### config.mk
export PLATFORM = sky130hd
export DESIGN_NAME = pipeline_stage_ctrl
export DESIGN_NICKNAME = d
export VERILOG_FILES = /design/src/rtl/pipe_ctrl_pkg.sv /design/src/rtl/hazard_detect.sv /design/src/rtl/pipeline_stage_ctrl.sv
export SDC_FILE = /design/constraint.sdc
export NUM_CORES = 1
export LEC_CHECK = 0
export ABC_AREA = 1
export ABC_CLOCK_PERIOD_IN_PS = 2210
export BUFFER_PORTS_ARGS = -buffer_cell sky130_fd_sc_hd__buf_2
export CAP_MARGIN = 5
export CORE_AREA = 2 2 65 67
export DETAILED_ROUTE_END_ITERATION = 8
export DIE_AREA = 0 0 67 69
export PLACE_DENSITY = 0.78
export SLEW_MARGIN = 20
export SYNTH_ARGS = -nofsm -noshare
export SYNTH_HDL_FRONTEND = slang
export SYNTH_HIERARCHICAL = 1
export SYNTH_SLANG_ARGS = --single-unit
### constraint.sdc
create_clock -name Clock -period 2.21 [get_ports Clock]
set_clock_uncertainty 0.1 [all_clocks]
set_input_delay 0.442 -clock Clock [delete_from_list [all_inputs] [get_ports Clock]]
set_output_delay 0.442 -clock Clock [all_outputs]
set_load 0.01 [all_outputs]
### src/rtl/pipe_ctrl_pkg.sv
// pipe_ctrl_pkg: shared state encoding, stage indices and enable/flush patterns
package pipe_ctrl_pkg;
  typedef enum logic [1:0] {
    RUN      = 2'd0,
    MEM_WAIT = 2'd1,
    HALTED   = 2'd2
  } state_t;
  localparam int PC    = 0;
  localparam int IFID  = 1;
  localparam int IDEX  = 2;
  localparam int EXMEM = 3;
  localparam int MEMWB = 4;
  localparam logic [4:0] EN_ALL         = 5'b11111;
  localparam logic [4:0] EN_FREEZE      = 5'b00000;
  localparam logic [4:0] EN_BUBBLE      = EN_ALL & ~((5'b1 << PC) | (5'b1 << IFID));
  localparam logic [3:0] FLUSH_NONE     = 4'b0000;
  localparam logic [3:0] FLUSH_ALL      = 4'b1111;
  localparam logic [3:0] FLUSH_REDIRECT = 4'b0111;
  localparam logic [3:0] FLUSH_BUBBLE   = 4'b0010;
endpackage

### src/rtl/hazard_detect.sv
// hazard_detect: load-use compare between the ID sources and the EX load destination
module hazard_detect #(
  parameter int REG_ADDR_BITS = 5
) (
  input  logic [REG_ADDR_BITS-1:0] id_rs1,
  input  logic [REG_ADDR_BITS-1:0] id_rs2,
  input  logic                     id_use_rs1,
  input  logic                     id_use_rs2,
  input  logic [REG_ADDR_BITS-1:0] ex_rd,
  input  logic                     ex_mem_read,
  output logic                     load_use
);
  // x0 never carries a result, so a load into it cannot create a hazard
  always_comb
    load_use = ex_mem_read && (ex_rd != '0) &&
               ((id_use_rs1 && id_rs1 == ex_rd) || (id_use_rs2 && id_rs2 == ex_rd));
endmodule

### src/rtl/pipeline_stage_ctrl.sv
// pipeline_stage_ctrl: stage-register enable/flush sequencing for stalls, redirects and memory waits
module pipeline_stage_ctrl
  import pipe_ctrl_pkg::*;
#(
  parameter int REG_ADDR_BITS = 5,
  parameter int MEM_TIMEOUT   = 64,
  parameter int CNT_BITS      = 16
) (
  input  logic                     Clock,
  input  logic                     Reset,
  input  logic                     Tick,
  input  logic                     halt,
  input  logic [REG_ADDR_BITS-1:0] id_rs1,
  input  logic [REG_ADDR_BITS-1:0] id_rs2,
  input  logic                     id_use_rs1,
  input  logic                     id_use_rs2,
  input  logic [REG_ADDR_BITS-1:0] ex_rd,
  input  logic                     ex_mem_read,
  input  logic                     mem_jalr_taken,
  input  logic                     mem_req,
  input  logic                     mem_ready,
  output logic [4:0]               stage_en,
  output logic [3:0]               stage_flush,
  output logic                     pc_redirect,
  output logic                     timeout_err,
  output logic                     halted,
  output logic [CNT_BITS-1:0]      stall_cnt
);
  localparam int WAIT_BITS = $clog2(MEM_TIMEOUT);
  state_t               state, state_nxt;
  logic [WAIT_BITS-1:0] wait_cnt, wait_nxt;
  logic                 load_use, bubble, advance, stall_inc, set_to;
  hazard_detect #(.REG_ADDR_BITS(REG_ADDR_BITS)) u_hazard (
    .id_rs1      (id_rs1),
    .id_rs2      (id_rs2),
    .id_use_rs1  (id_use_rs1),
    .id_use_rs2  (id_use_rs2),
    .ex_rd       (ex_rd),
    .ex_mem_read (ex_mem_read),
    .load_use    (load_use)
  );
  // a redirect squashes the hazarding instruction, so it never also costs a bubble
  always_comb begin
    bubble  = load_use && !mem_jalr_taken;
    advance = state == RUN ? !halt && !(mem_req && !mem_ready) : state == MEM_WAIT && mem_ready;
  end
  // state, wait counter and counter events; only takes effect on ticked edges
  always_ff @(posedge Clock)
    if (!Reset) begin
      state       <= RUN;
      wait_cnt    <= '0;
      stall_cnt   <= '0;
      timeout_err <= 1'b0;
    end else if (Tick) begin
      state    <= state_nxt;
      wait_cnt <= wait_nxt;
      if (stall_inc && !(&stall_cnt)) stall_cnt <= stall_cnt + CNT_BITS'(1);
      if (set_to) timeout_err <= 1'b1;
    end
  // next state: halt beats a memory stall, a stall beats normal sequencing
  always_comb begin
    state_nxt = state;
    wait_nxt  = wait_cnt;
    stall_inc = 1'b0;
    set_to    = 1'b0;
    unique case (state)
      RUN:
        if (halt) state_nxt = HALTED;
        else if (mem_req && !mem_ready) begin
          state_nxt = MEM_WAIT;
          wait_nxt  = WAIT_BITS'(1);
          stall_inc = 1'b1;
        end else stall_inc = bubble;
      MEM_WAIT:
        if (mem_ready) begin
          state_nxt = RUN;
          wait_nxt  = '0;
          stall_inc = bubble;
        end else if (wait_cnt == WAIT_BITS'(MEM_TIMEOUT - 1)) begin
          state_nxt = HALTED;
          set_to    = 1'b1;
        end else begin
          wait_nxt  = wait_cnt + WAIT_BITS'(1);
          stall_inc = 1'b1;
        end
      default: state_nxt = state;
    endcase
  end
  // stage controls: reset flushes everything, frozen or untick'd cycles hold everything
  always_comb begin
    stage_en    = !Reset ? EN_FREEZE : !(Tick && advance) ? EN_FREEZE :
                  mem_jalr_taken ? EN_ALL : load_use ? EN_BUBBLE : EN_ALL;
    stage_flush = !Reset ? FLUSH_ALL : !(Tick && advance) ? FLUSH_NONE :
                  mem_jalr_taken ? FLUSH_REDIRECT : load_use ? FLUSH_BUBBLE : FLUSH_NONE;
    pc_redirect = Reset && Tick && advance && mem_jalr_taken;
    halted      = state == HALTED;
  end
endmodule

* Yosys cells after proc, flatten, opt, wreduce, memory -nomap -nowiden
Cells that the tools add are included.
** Word-level totals
- Bits of input ports :: 25
- Output and inout port bits :: 28
- Flip-flop bits (word level) :: 25
- Word-level logic and storage cells :: 70
** Operators by class
- Eq/ne operators :: 10
- Reduce and logical (&&, ||, !) cells :: 27
- Multiplexer cells :: 27
- $add $sub $neg :: 2
** Operators by type and width (number)
- 2-to-1 mux 6 bit :: 4
- adder 16 x 1 -> 16 bit (second input constant) :: 1
- AND reduction 16 bit :: 1
- 2-to-1 mux 2 bit :: 7
- logical AND 1 bit :: 13
- case mux 6 bit (2 select lines) :: 1
- equality test 5 bit :: 2
- 2-to-1 mux 5 bit :: 2
- 2-to-1 mux 1 bit :: 8
- adder 6 x 1 -> 6 bit (second input constant) :: 1
- equality test 6 bit (second input constant) :: 1
- 2-to-1 mux 3 bit :: 2
- inequality test 3 x 2 -> 1 bit (second input constant) :: 2
- logical NOT 1 bit :: 5
- AND reduction 5 bit :: 1
- nonzero test 5 bit :: 1
- 2-to-1 mux 4 bit :: 1
- case mux 2 bit (2 select lines) :: 1
- AND reduction 2 bit :: 2
- AND reduction 4 bit :: 1
- inequality test 3 bit (second input constant) :: 1
- equality test 2 x 1 -> 1 bit (second input constant) :: 1
- equality test 2 bit (second input constant) :: 1
- logical NOT 2 bit :: 1
- 5 further kinds :: 5

* Depth between registers and ports, before layout
Gate-level depths: netlist (run 1).
- Word-level depth :: 10
- Gate-level depth with buffers :: 15
- Mapped depth without buffers :: 15

* By module
Netlist (run 1), hierarchy kept.
** By module, submodules not included
- pipeline_stage_ctrl :: sequential area each 500.5 µm², area each 1667.8 µm², instances 1, cells an instance 247
- hazard_detect :: sequential area each 0.0 µm², area each 216.5 µm², instances 1, cells an instance 54

* Worst setup path before layout (run 1)
OpenSTA, ideal clock, no wires.
- Kind :: input -> output
- Start point :: input ex_rd[2]
- End point :: output stage_en[1]
- Path slack :: 183 ps
- Stages on the path :: 10
- Arrival time :: 1485 ps
- Buffers on the path :: 1
- Cell sequence :: inv_1 > nor2_1 > a21oi_1 > nand3_1 > a21oi_1 > inv_1 > or2_2 > nand2_1 > nor2_1 > buf_4
** On the way
- Word-level cells in the longest chain between the ends :: 8
- Elaborated cells between the ends (all ways) :: 12
- Classes of those cells :: 2 x eq/ne; 4 x mux; 6 x reduce/logical
** RTL lines
- start: declaration :: RTL line pipeline_stage_ctrl.sv:17 : input logic [REG_ADDR_BITS-1:0] ex_rd,
- equality test 5 bit :: RTL line hazard_detect.sv:16 : ((id_use_rs1 && id_rs1 == ex_rd) || (id_use_rs2 && id_rs2 == ex_rd));
- logical AND 1 bit :: RTL line hazard_detect.sv:16
- logical OR 1 bit :: RTL line hazard_detect.sv:16
- logical AND 1 bit * :: RTL line hazard_detect.sv:15 : load_use = ex_mem_read && (ex_rd != '0) &&
- net load_use :: RTL line pipeline_stage_ctrl.sv:32 : logic load_use, bubble, advance, stall_inc, set_to;
- 2-to-1 mux 2 bit * (2 in a row) :: RTL line pipeline_stage_ctrl.sv:92 : mem_jalr_taken ? EN_ALL : load_use ? EN_BUBBLE : EN_ALL;
- 2-to-1 mux 5 bit * (2 in a row) :: RTL line pipeline_stage_ctrl.sv:91 : stage_en = !Reset ? EN_FREEZE : !(Tick && advance) ? EN_FREEZE :
- end: declaration :: RTL line pipeline_stage_ctrl.sv:22 : output logic [4:0] stage_en,
Mark *: on every way through the listed nets, which the timed path passes. The rest lies on a longest branch.

* Worst setup path after layout (run 1)
- Start point :: input ex_rd[4]
- End point :: output stage_en[1]
Same word-level chain as after synthesis.

==> flow_metrics.tcl, run 1 <==
set metrics [dict create \
    rrSetupSlack_ns 0.35 \
    arrival_ns 1.58 \
    synthAdderAreaFrac 0.0133 \
    nNetsFinal 377 \
    p_total_w 0.000907 \
    area_growth_pct 17.9 \
    cap_violations 0 \
    critPathKind "in2out" \
    async_reset_ff_frac 0 \
    finalWirelength_um 4270 \
    yosysWarnings 6 \
    instances_no_fill 399 \
    tightest_slew_ns 0.469 \
    drv_slew 0 \
    synth_xor_xnor_area_share 0.0372 \
    rr_endpoint "stall_cnt[1]$_SDFFE_PN0P_" \
    start_kind "input port" \
    overflow 0 \
    cp.required_ns 1.67 \
    crit_start "ex_rd[4]" \
    cts_buffers 3 \
    cts_tree "done" \
    synth_area_um2 1880 \
    grt_pass1_wl_um 7080 \
    synthTopCellsByArea "dfxtp_1 27%, nand2_1 17%, inv_1 7.8%" \
    vias 1971 \
    synth.distinct_cells 29 \
    cts_num_sinks 25 \
    clock_latency_ns 0.27 \
    final-setup-viol-count 0 \
    ys.flop_type "dfxtp_1" \
    cp-end-kind "output pin" \
    ant_nets 0 \
    path_clk_slew_ns 0.09 \
    coreArea_um2 3910 \
    power_density_nw_per_um2 408 \
    min_period_over_period 0.959 \
    numPortBuffers 52 \
    grt.busiest_layer "met2" \
    die-area_um2 4620 \
    synth_edf_count 0 \
    gr-usage-met1 0.242 \
    dpl.hpwl_um 3340 \
    cts_hold_buf 0 \
    r2r-start "stall_cnt[0]$_SDFFE_PN0P_" \
    ys_ff_latch 25 \
    avgSynthCellArea_um2 6.26 \
    avgViaCountPerCell 4.94 \
    drive_gt1_frac 0.275 \
    vdd_drop_max_mv 0.267 \
    htreeDepth 1 \
    io_pins 53 \
    crit_fanout 4 \
    status "finished, final reports clean" \
    first_iter_violations 97 \
    synth_top_cell_by_area "dfxtp_1" \
    p_leak_nw 0.991 \
    cts_root_buffer "clkbuf_8" \
    fp.dieH_um 69 \
    initial_utilization 0.481 \
    rows 23 \
    synth-compound-area-share 0.112 \
    drc 0 \
    synthTopCellsByCount "86 x nand2_1, 39 x inv_1, 38 x nor2_1, 28 x nand3_1, 25 x dfxtp_1" \
    synth_nets 328 \
    grt_antenna_before_repair 0 \
    hold_viol 0 \
    grt_start_max_net_pins 18 \
    synth_top_family_by_area "simple AND/OR/NAND/NOR gates" \
    met3_usage 0.0326 \
    die_width_um 67 \
    dpl_cell_area_um2 2140 \
    yosysSeqAreaShare 0.266 \
    maxSlewHeadroom 0.687 \
    whs_ns 0.367 \
    synthMuxAreaShare 0 \
    yosys.area.top_type_share 0.266 \
    num_antenna_cells 0 \
    grt_pass1_vias 1676 \
    stdcell_area_um2 2220 \
    grt_usage 0.189 \
    final_core_util 0.567 \
    grtUsageMet2 0.329 \
    reg2reg_depth 10 \
    gp_congestion 0.822 \
    firstDrtPassIters 6 \
    postSynthCellCount 301 \
    whs_endpoint "timeout_err$_SDFFE_PN0P_" \
    placed_cells 395 \
    post_drt_wl_per_cell_um 10.7 \
    min_path_cells 1 \
    cts.path.max_buffers 2 \
    min-delay-start "timeout_err$_SDFFE_PN0P_" \
    synthSimpleGateAreaFrac 0.450 \
    fin_crit_ns 2.12 \
    max_freq_mhz 472 \
    fill_cells 393 \
    synthMostInstantiatedCell "nand2_1" \
    hold_path.class "reg2reg" \
]
metal layers:
layer | share of wire | routed length (µm)
met5 | 0 | 0
met4 | 0.0033 | 14
met3 | 0.050 | 214
met2 | 0.50 | 2120
met1 | 0.45 | 1920
cells in the final DEF, fill, tap and decap left out, types with 8 or more instances in the layout:
master	n
nand2_1	85
buf_2	50
inv_1	37
nor2_1	37
nand3_1	27
dfxtp_1	25
a21oi_2	13
o21ai_0	10
nand2_2	8
metrics by stage:
step                      setup TNS (ns)  setup slack [ns]
after floorplan                        0             0.183
after global placement            -0.715           -0.0587
after detailed placement           -1.29            -0.100
after CTS                              0            0.0160
after global routing             -0.0321           -0.0181
final                                  0            0.0906
cell type report:
type	count	area, µm²	share of cell area
Tap cell	50	62.6	0.0282
Sequential cell	25	500	0.225
Multi-Input combinational cell	225	1180	0.530
Timing Repair Buffer	53	277	0.125
Clock buffer	3	41.3	0.0186
Inverter	42	158	0.0710
Clock inverter	1	5.00	0.00225
worst max path at each step:
stage | endpoint | cells past startpoint
after global placement | stall_cnt[1]$_SDFFE_PN0P_ | 16
after floorplan | stage_en[1] | 10
after global routing | stage_en[1] | 12
after CTS | stage_en[1] | 12
final | stage_en[1] | 12
after detailed placement | stall_cnt[1]$_SDFFE_PN0P_ | 16
logic make-up (layout without fill, tap and decap cells):
| group | Yosys count | after routing |
|---|---|---|
| adders and majority gates | 2 | 2 |
| AOI/OAI and AO/OA | 33 | 33 |
| buffers and inverters | 51 | 99 |
| DFF | 25 | 25 |
| xor gates and xnor gates | 8 | 8 |
| and+or+nand+nor | 182 | 182 |
where the power goes:
group	switching [W]	total, W	internal, W
sequential	0.00000586	0.000462	0.000456
combinational	0.000111	0.000172	0.0000612
clock	0.000147	0.000273	0.000126
total	0.000263	0.000907	0.000643
critical path, stage by stage:
cell and delay, ns:
buf_2 0.12, inv_2 0.05, nand2_2 0.04, nand2_1 0.06, nor2_2 0.14, nand3_2 0.08, a21oi_2 0.11, inv_1 0.06
or2_4 0.23, nand2_2 0.06, nor2_1 0.04, buf_2 0.14
registers in the layout, summed over array words and instances, names as in the netlist:
name,flops
stall_cnt,16
state,2
timeout_err,1
wait_cnt,6
what timing repair did:
item | in CTS | in global routing
setup endpoints to repair | 0 | 9
setup buffers | 0 | 0
resized for setup | 0 | 11
No activity file was read; power rests on OpenSTA's default activity.
==> run 2: changes to the inputs <==
--- a/config.mk
+++ b/config.mk
@@ -14,4 +14,5 @@
 export DIE_AREA = 0 0 67 69
 export PLACE_DENSITY = 0.78
+export REMOVE_ABC_BUFFERS = 1
 export SLEW_MARGIN = 20
 export SYNTH_ARGS = -nofsm -noshare
--- a/constraint.sdc
+++ b/constraint.sdc
@@ -3,3 +3,3 @@
 set_input_delay 0.442 -clock Clock [delete_from_list [all_inputs] [get_ports Clock]]
 set_output_delay 0.442 -clock Clock [all_outputs]
-set_load 0.01 [all_outputs]
+set_load 0.1 [all_outputs]
==> run 2 against run 1 <==
Net effect: register-to-register slack improved by 0.03 ns; via count grew 2.9%; critical path depth stayed put; clock power about the same; combinational power increased by 100%; final cell count up 3.3%.
==> flow_metrics.tcl, run 2 (same netlist as run 1, synthesis figures left out) <==
set metrics [dict create \
    gr-usage-met1 0.245 \
    io_pins 53 \
    grt_start_max_net_pins 18 \
    cts_tree "done" \
    p_int_w 0.000715 \
    cp_num_buf_inv 4 \
    reg_top3 "stall_cnt (16), wait_cnt (6), state (2)" \
    drive_gt1_frac 0.326 \
    first_iter_violations 105 \
    cts.path.max_buffers 2 \
    final_core_util 0.656 \
    met3_usage 0.0359 \
    crit_fanout 3 \
    clockPowerShare 0.249 \
    final_common_cell "nand2_1" \
    pwr-share-comb 0.324 \
    p_sw_w 0.000369 \
    grt_pass1_wl_um 7490 \
    coreArea_um2 3910 \
    htreeDepth 1 \
    grt.busiest_layer "met2" \
    largest_register_ffs 16 \
    max_freq_mhz 455 \
    avgViaCountPerCell 4.92 \
    swShare 0.341 \
    finalWirelength_um 4680 \
    top_register "stall_cnt" \
    firstDrtPassIters 4 \
    r2r-start "stall_cnt[0]$_SDFFE_PN0P_" \
    mostFrequentLayoutCells "78 x nand2_1, 36 x nor2_1, 34 x inv_1, 34 x buf_2, 28 x nand3_1" \
    arrival_ns 1.66 \
    rsz0062_at_grt "true" \
    rows 23 \
    vdd_drop_max_mv 0.315 \
    vias 2028 \
    hold_viol 0 \
    cap_violations 0 \
    rr_endpoint "stall_cnt[8]$_SDFFE_PN0P_" \
    start_kind "input port" \
    numPortBuffers 52 \
    path_clk_slew_ns 0.08 \
    min_path_cells 1 \
    overflow 0 \
    min_period_over_period 0.994 \
    grt_antenna_before_repair 0 \
    gp_congestion 0.860 \
    drv_slew 0 \
    cpMaxStageDelayCell "or2_4" \
    hold_path.class "reg2reg" \
    ant_nets 0 \
    grtUsageMet2 0.351 \
    die_width_um 67 \
    grt_pass1_vias 1814 \
    fin_tns_setup_ns 0 \
    reg2reg_depth 9 \
    critPathMaxStageDelay_ns 0.25 \
    final-setup-viol-count 0 \
    maxSlewHeadroom 0.672 \
    p_leak_nw 1.11 \
    status "finished, final reports clean" \
    stdcell_area_um2 2570 \
    area_growth_pct 36.3 \
    nNetsFinal 390 \
    cp_top_family "simple AND/OR/NAND/NOR gates" \
    placed_cells 407 \
    post_drt_wl_per_cell_um 11.4 \
    cpMostUsedCell "nand2_2" \
    cp-end-kind "output pin" \
    power_frac_seq 0.427 \
    drc 0 \
    cts_root_buffer "clkbuf_8" \
    whs_endpoint "timeout_err$_SDFFE_PN0P_" \
    dpl_cell_area_um2 2380 \
    cts_buffers 3 \
    cp.required_ns 1.67 \
    grt_usage 0.197 \
    clock_latency_ns 0.27 \
    critPathKind "in2out" \
    fin_crit_ns 2.20 \
    instances_no_fill 412 \
    power_density_nw_per_um2 422 \
    fp.dieH_um 69 \
    cp_cell_sequence "buf_2, inv_2, nand2_2, nand2_1, nor2_1, nand3_1, a21oi_1, inv_1, or2_4, nand2_2, nor2_4, buf_12" \
    initial_utilization 0.481 \
    min-delay-start "timeout_err$_SDFFE_PN0P_" \
    cts_num_sinks 25 \
    tightest_slew_ns 0.496 \
    die-area_um2 4620 \
    num_antenna_cells 0 \
    rrSetupSlack_ns 0.38 \
    dpl.hpwl_um 3500 \
]
==> run 2: repair_timing <==
item | in CTS | in global routing
cloned | 0 | 0
hold buffers | 0 | 0
buffers inserted | 0 | 1
setup endpoints to repair | 3 | 9
gates resized for setup | 11 | 31
pin swaps | 4 | 16
==> run 2: final cells by class <==
class / instances / area, µm²
repair buffers: 66 / 599
clock buffers: 4 / 45.0
well taps: 50 / 62.6
inverters: 42 / 160
fillers: 369 / 1350
multi-input cells: 225 / 1200
flip-flops and latches: 25 / 503
==> run 2: power by group through the flow <==
stage	clock, W	sequential [W]	combinational (W)
after floorplan	0	0.000483	0.000180
after global placement	0	0.000473	0.000312
after detailed placement	0	0.000472	0.000315
after CTS	0.000280	0.000462	0.000323
after global routing	0.000301	0.000464	0.000374
final	0.000270	0.000463	0.000351
==> run 2: worst max-delay path by stage <==
stage                               start        endpoint  slack, ns  cells after the start
finish                           ex_rd[3]     stage_en[0]       0.01                     12
floorplan                           Reset     stage_en[2]      -3.30                      2
CTS                 state[1]$_SDFFE_PN0P_  stage_flush[1]      0.004                      8
global placement                 ex_rd[4]     stage_en[0]       -0.1                     12
detailed placement               ex_rd[2]     stage_en[0]       -0.1                     12
global route        state[0]$_SDFFE_PN0P_  stage_flush[1]      -0.09                      6
==> run 2: per-layer routing <==
metal  share of wire  wire (µm)  vias up
met5               0          0        -
met4          0.0030         14        0
met3           0.042        197        2
met2            0.53       2470       47
met1            0.43       2000      915
li1                -          -     1064
==> run 2: through the flow <==
stage	setup slack (ns)	hold slack [ns]	power, W
detailed placement	-0.0994	0.354	0.000788
global route	-0.0863	0.389	0.00114
CTS	0.00386	0.376	0.00107
finish	0.0126	0.368	0.00108
global placement	-0.0998	0.347	0.000784
floorplan	-3.30	0.348	0.000663
==> run 3: changes to the inputs <==
Settings changed: ABC_AREA 1 to default, CORE_AREA 2 2 65 67 to 2 2 59 61, DIE_AREA 0 0 67 69 to 0 0 61 63, PLACE_DENSITY 0.78 to 0.81.
==> run 3 against run 2 <==
Net effect: the flow now finishes with violations (setup timing); synthesized cell count down 38%; final cell count down 29%; sequential power about the same; core utilization up 3.5 points; power down 10%; sequential share of layout area up 2.8 points; register-to-register slack worse by 0.41 ns; critical path depth down 2; wire length down 2.1%; die area down 17%; clock-buffer cell count down 1; critical path type is now in2reg.
==> flow_metrics.tcl, run 3 <==
set metrics [dict create \
    yosysSeqAreaShare 0.322 \
    fin_tns_setup_ns -3.13 \
    regArea_um2 500 \
    synthTopCellsByCount "25 x dfxtp_1, 17 x a21oi_1, 13 x nor2_1" \
    grt_start_max_net_pins 19 \
    avgSynthCellArea_um2 8.27 \
    cts_num_sinks 25 \
    violations "setup timing" \
    max_freq_mhz 407 \
    firstDrtPassIters 4 \
    finalWirelength_um 4590 \
    coreArea_um2 3230 \
    cp.required_ns 2.39 \
    vias 1729 \
    first_iter_violations 116 \
    synth.distinct_cells 45 \
    grt_usage 0.236 \
    vdd_drop_max_mv 0.369 \
    grt_antenna_before_repair 0 \
    path_clk_slew_ns 0.14 \
    largest_register_ffs 16 \
    ys_ff_latch 25 \
    clockPowerShare 0.218 \
    clock_latency_ns 0.33 \
    synthTopCellsByArea "dfxtp_1 32%, a21oi_1 5.5%, or4_1 5.3%" \
    fp.dieH_um 63 \
    gp_congestion 0.821 \
    synth_edf_count 0 \
    critPathKind "in2reg" \
    mostFrequentLayoutCells "38 x buf_2, 25 x dfxtp_1, 12 x nor2_1, 12 x a21oi_1, 12 x buf_4" \
    power_density_nw_per_um2 436 \
    drive_gt1_frac 0.408 \
    status "finished, violations left" \
    cap_violations 0 \
    grt_pass1_wl_um 6980 \
    overflow 0 \
    maxSlewHeadroom 0.665 \
    post_drt_wl_per_cell_um 15.8 \
    top_register "stall_cnt" \
    swShare 0.351 \
    hold_viol 0 \
    cts_tree "done" \
    final_core_util 0.691 \
    cts_hold_buf 0 \
    grt_pass1_vias 1524 \
    crit_fanout 7 \
    multi_input_area_um2 1110 \
    setup_slack_ns -0.247 \
    final-setup-viol-count 19 \
    gr-usage-met1 0.292 \
    num_antenna_cells 0 \
    rsz0062_at_grt "true" \
    grt.busiest_layer "met2" \
    cts_root_buffer "clkbuf_4" \
    tightest_slew_ns 0.503 \
    rrSetupSlack_ns -0.03 \
    drv_slew 0 \
    fin_crit_ns 2.46 \
    cts.path.max_buffers 2 \
    grtUsageMet2 0.401 \
    fill_cells 258 \
    dpl_cell_area_um2 2020 \
    nNetsFinal 273 \
    avgViaCountPerCell 5.94 \
    ant_nets 0 \
    p_sw_w 0.000341 \
    die_width_um 61 \
    p_total_w 0.000974 \
    ys.flop_type "dfxtp_1" \
    synthMostInstantiatedCell "dfxtp_1" \
    met3_usage 0.0311 \
    cp-end-kind "flop" \
    initial_utilization 0.481 \
    min_period_over_period 1.11 \
    stdcell_area_um2 2230 \
    synth_area_um2 1550 \
    io_pins 53 \
    reg_top3 "stall_cnt (16), wait_cnt (6), state (2)" \
    p_leak_nw 0.865 \
    final_common_cell "buf_2" \
    postSynthCellCount 188 \
    p_int_w 0.000632 \
    synth_top_cell_by_area "dfxtp_1" \
    async_reset_ff_frac 0 \
    htreeDepth 1 \
    area_growth_pct 43.6 \
    yosysWarnings 6 \
    rows 21 \
    pwr-share-comb 0.307 \
    dpl.hpwl_um 2840 \
    die-area_um2 3840 \
    drc 0 \
    hold_path.class "in2reg" \
    numPortBuffers 52 \
    yosys.area.top_type_share 0.322 \
    start_kind "input port" \
    power_frac_seq 0.474 \
    cts_buffers 3 \
    arrival_ns 2.64 \
]
-- run 3: stage by stage --
stage,setup slack (ns),instances,hold WS (ns)
after floorplan,-4.12,175,0.367
after global placement,-0.585,285,0.347
after detailed placement,-0.713,285,0.356
after CTS,-0.240,291,0.278
after global routing,-0.280,291,0.282
final,-0.247,291,0.281
-- run 3: cell type report --
| class | count | area share |
|---|---|---|
| Sequential cell | 25 | 0.224 |
| Tap cell | 46 | 0.0258 |
| Clock buffer | 3 | 0.0101 |
| Timing Repair Buffer | 64 | 0.233 |
| Inverter | 5 | 0.00841 |
| Multi-Input combinational cell | 147 | 0.496 |
| Clock inverter | 1 | 0.00224 |
-- run 3: metal layers --
layer / routed length [µm] / part of all wire
met5: 0 / 0
met4: 122 / 0.027
met3: 401 / 0.087
met2: 2210 / 0.48
met1: 1850 / 0.40
-- run 3: cells by family after synthesis --
group | Yosys count | synth area share
simple gates | 81 | 0.308
compound gates | 47 | 0.209
flops | 25 | 0.322
buf+inv | 18 | 0.0604
xor+xnor | 14 | 0.0789
fa+ha+maj | 2 | 0.0161
mux | 1 | 0.00644
-- run 3: power groups by stage --
stage | registers, W | clock network, W | logic (W)
final | 0.000462 | 0.000213 | 0.000299
after global routing | 0.000463 | 0.000247 | 0.000312
after CTS | 0.000461 | 0.000220 | 0.000290
after detailed placement | 0.000471 | 0 | 0.000268
after global placement | 0.000471 | 0 | 0.000266
after floorplan | 0.000480 | 0 | 0.000151
-- run 3: path summary, 6_finish.rpt --
kind                                              endpoint                      start  depth (start not counted)
worst max register to register  stall_cnt[11]$_SDFFE_PN0P_  stall_cnt[1]$_SDFFE_PN0P_                          6
worst min register to register    timeout_err$_SDFFE_PN0P_   timeout_err$_SDFFE_PN0P_                          2
worst min-delay path              timeout_err$_SDFFE_PN0P_                       Tick                          3
worst max-delay path            stall_cnt[10]$_SDFFE_PN0P_                   ex_rd[1]                         10
-- run 3: timing repair --
item | 4_1_cts | 5_1_grt
gates resized for setup | 22 | 14
hold endpoints to repair | 0 | 0
pin swaps | 28 | 9
endpoints found under the setup margin | 19 | 22
cloned | 2 | 0
setup buffers | 2 | 0
-- run 3: critical path, cell delays in order --
cell and delay (ns):
buf_6 0.10, xor2_1 0.17, nor4_2 0.30, nand3_1 0.15
a21oi_2 0.18, nor2b_4 0.22, nor2_4 0.07, o311a_4 0.35
or4_4 0.53, a21oi_2 0.13
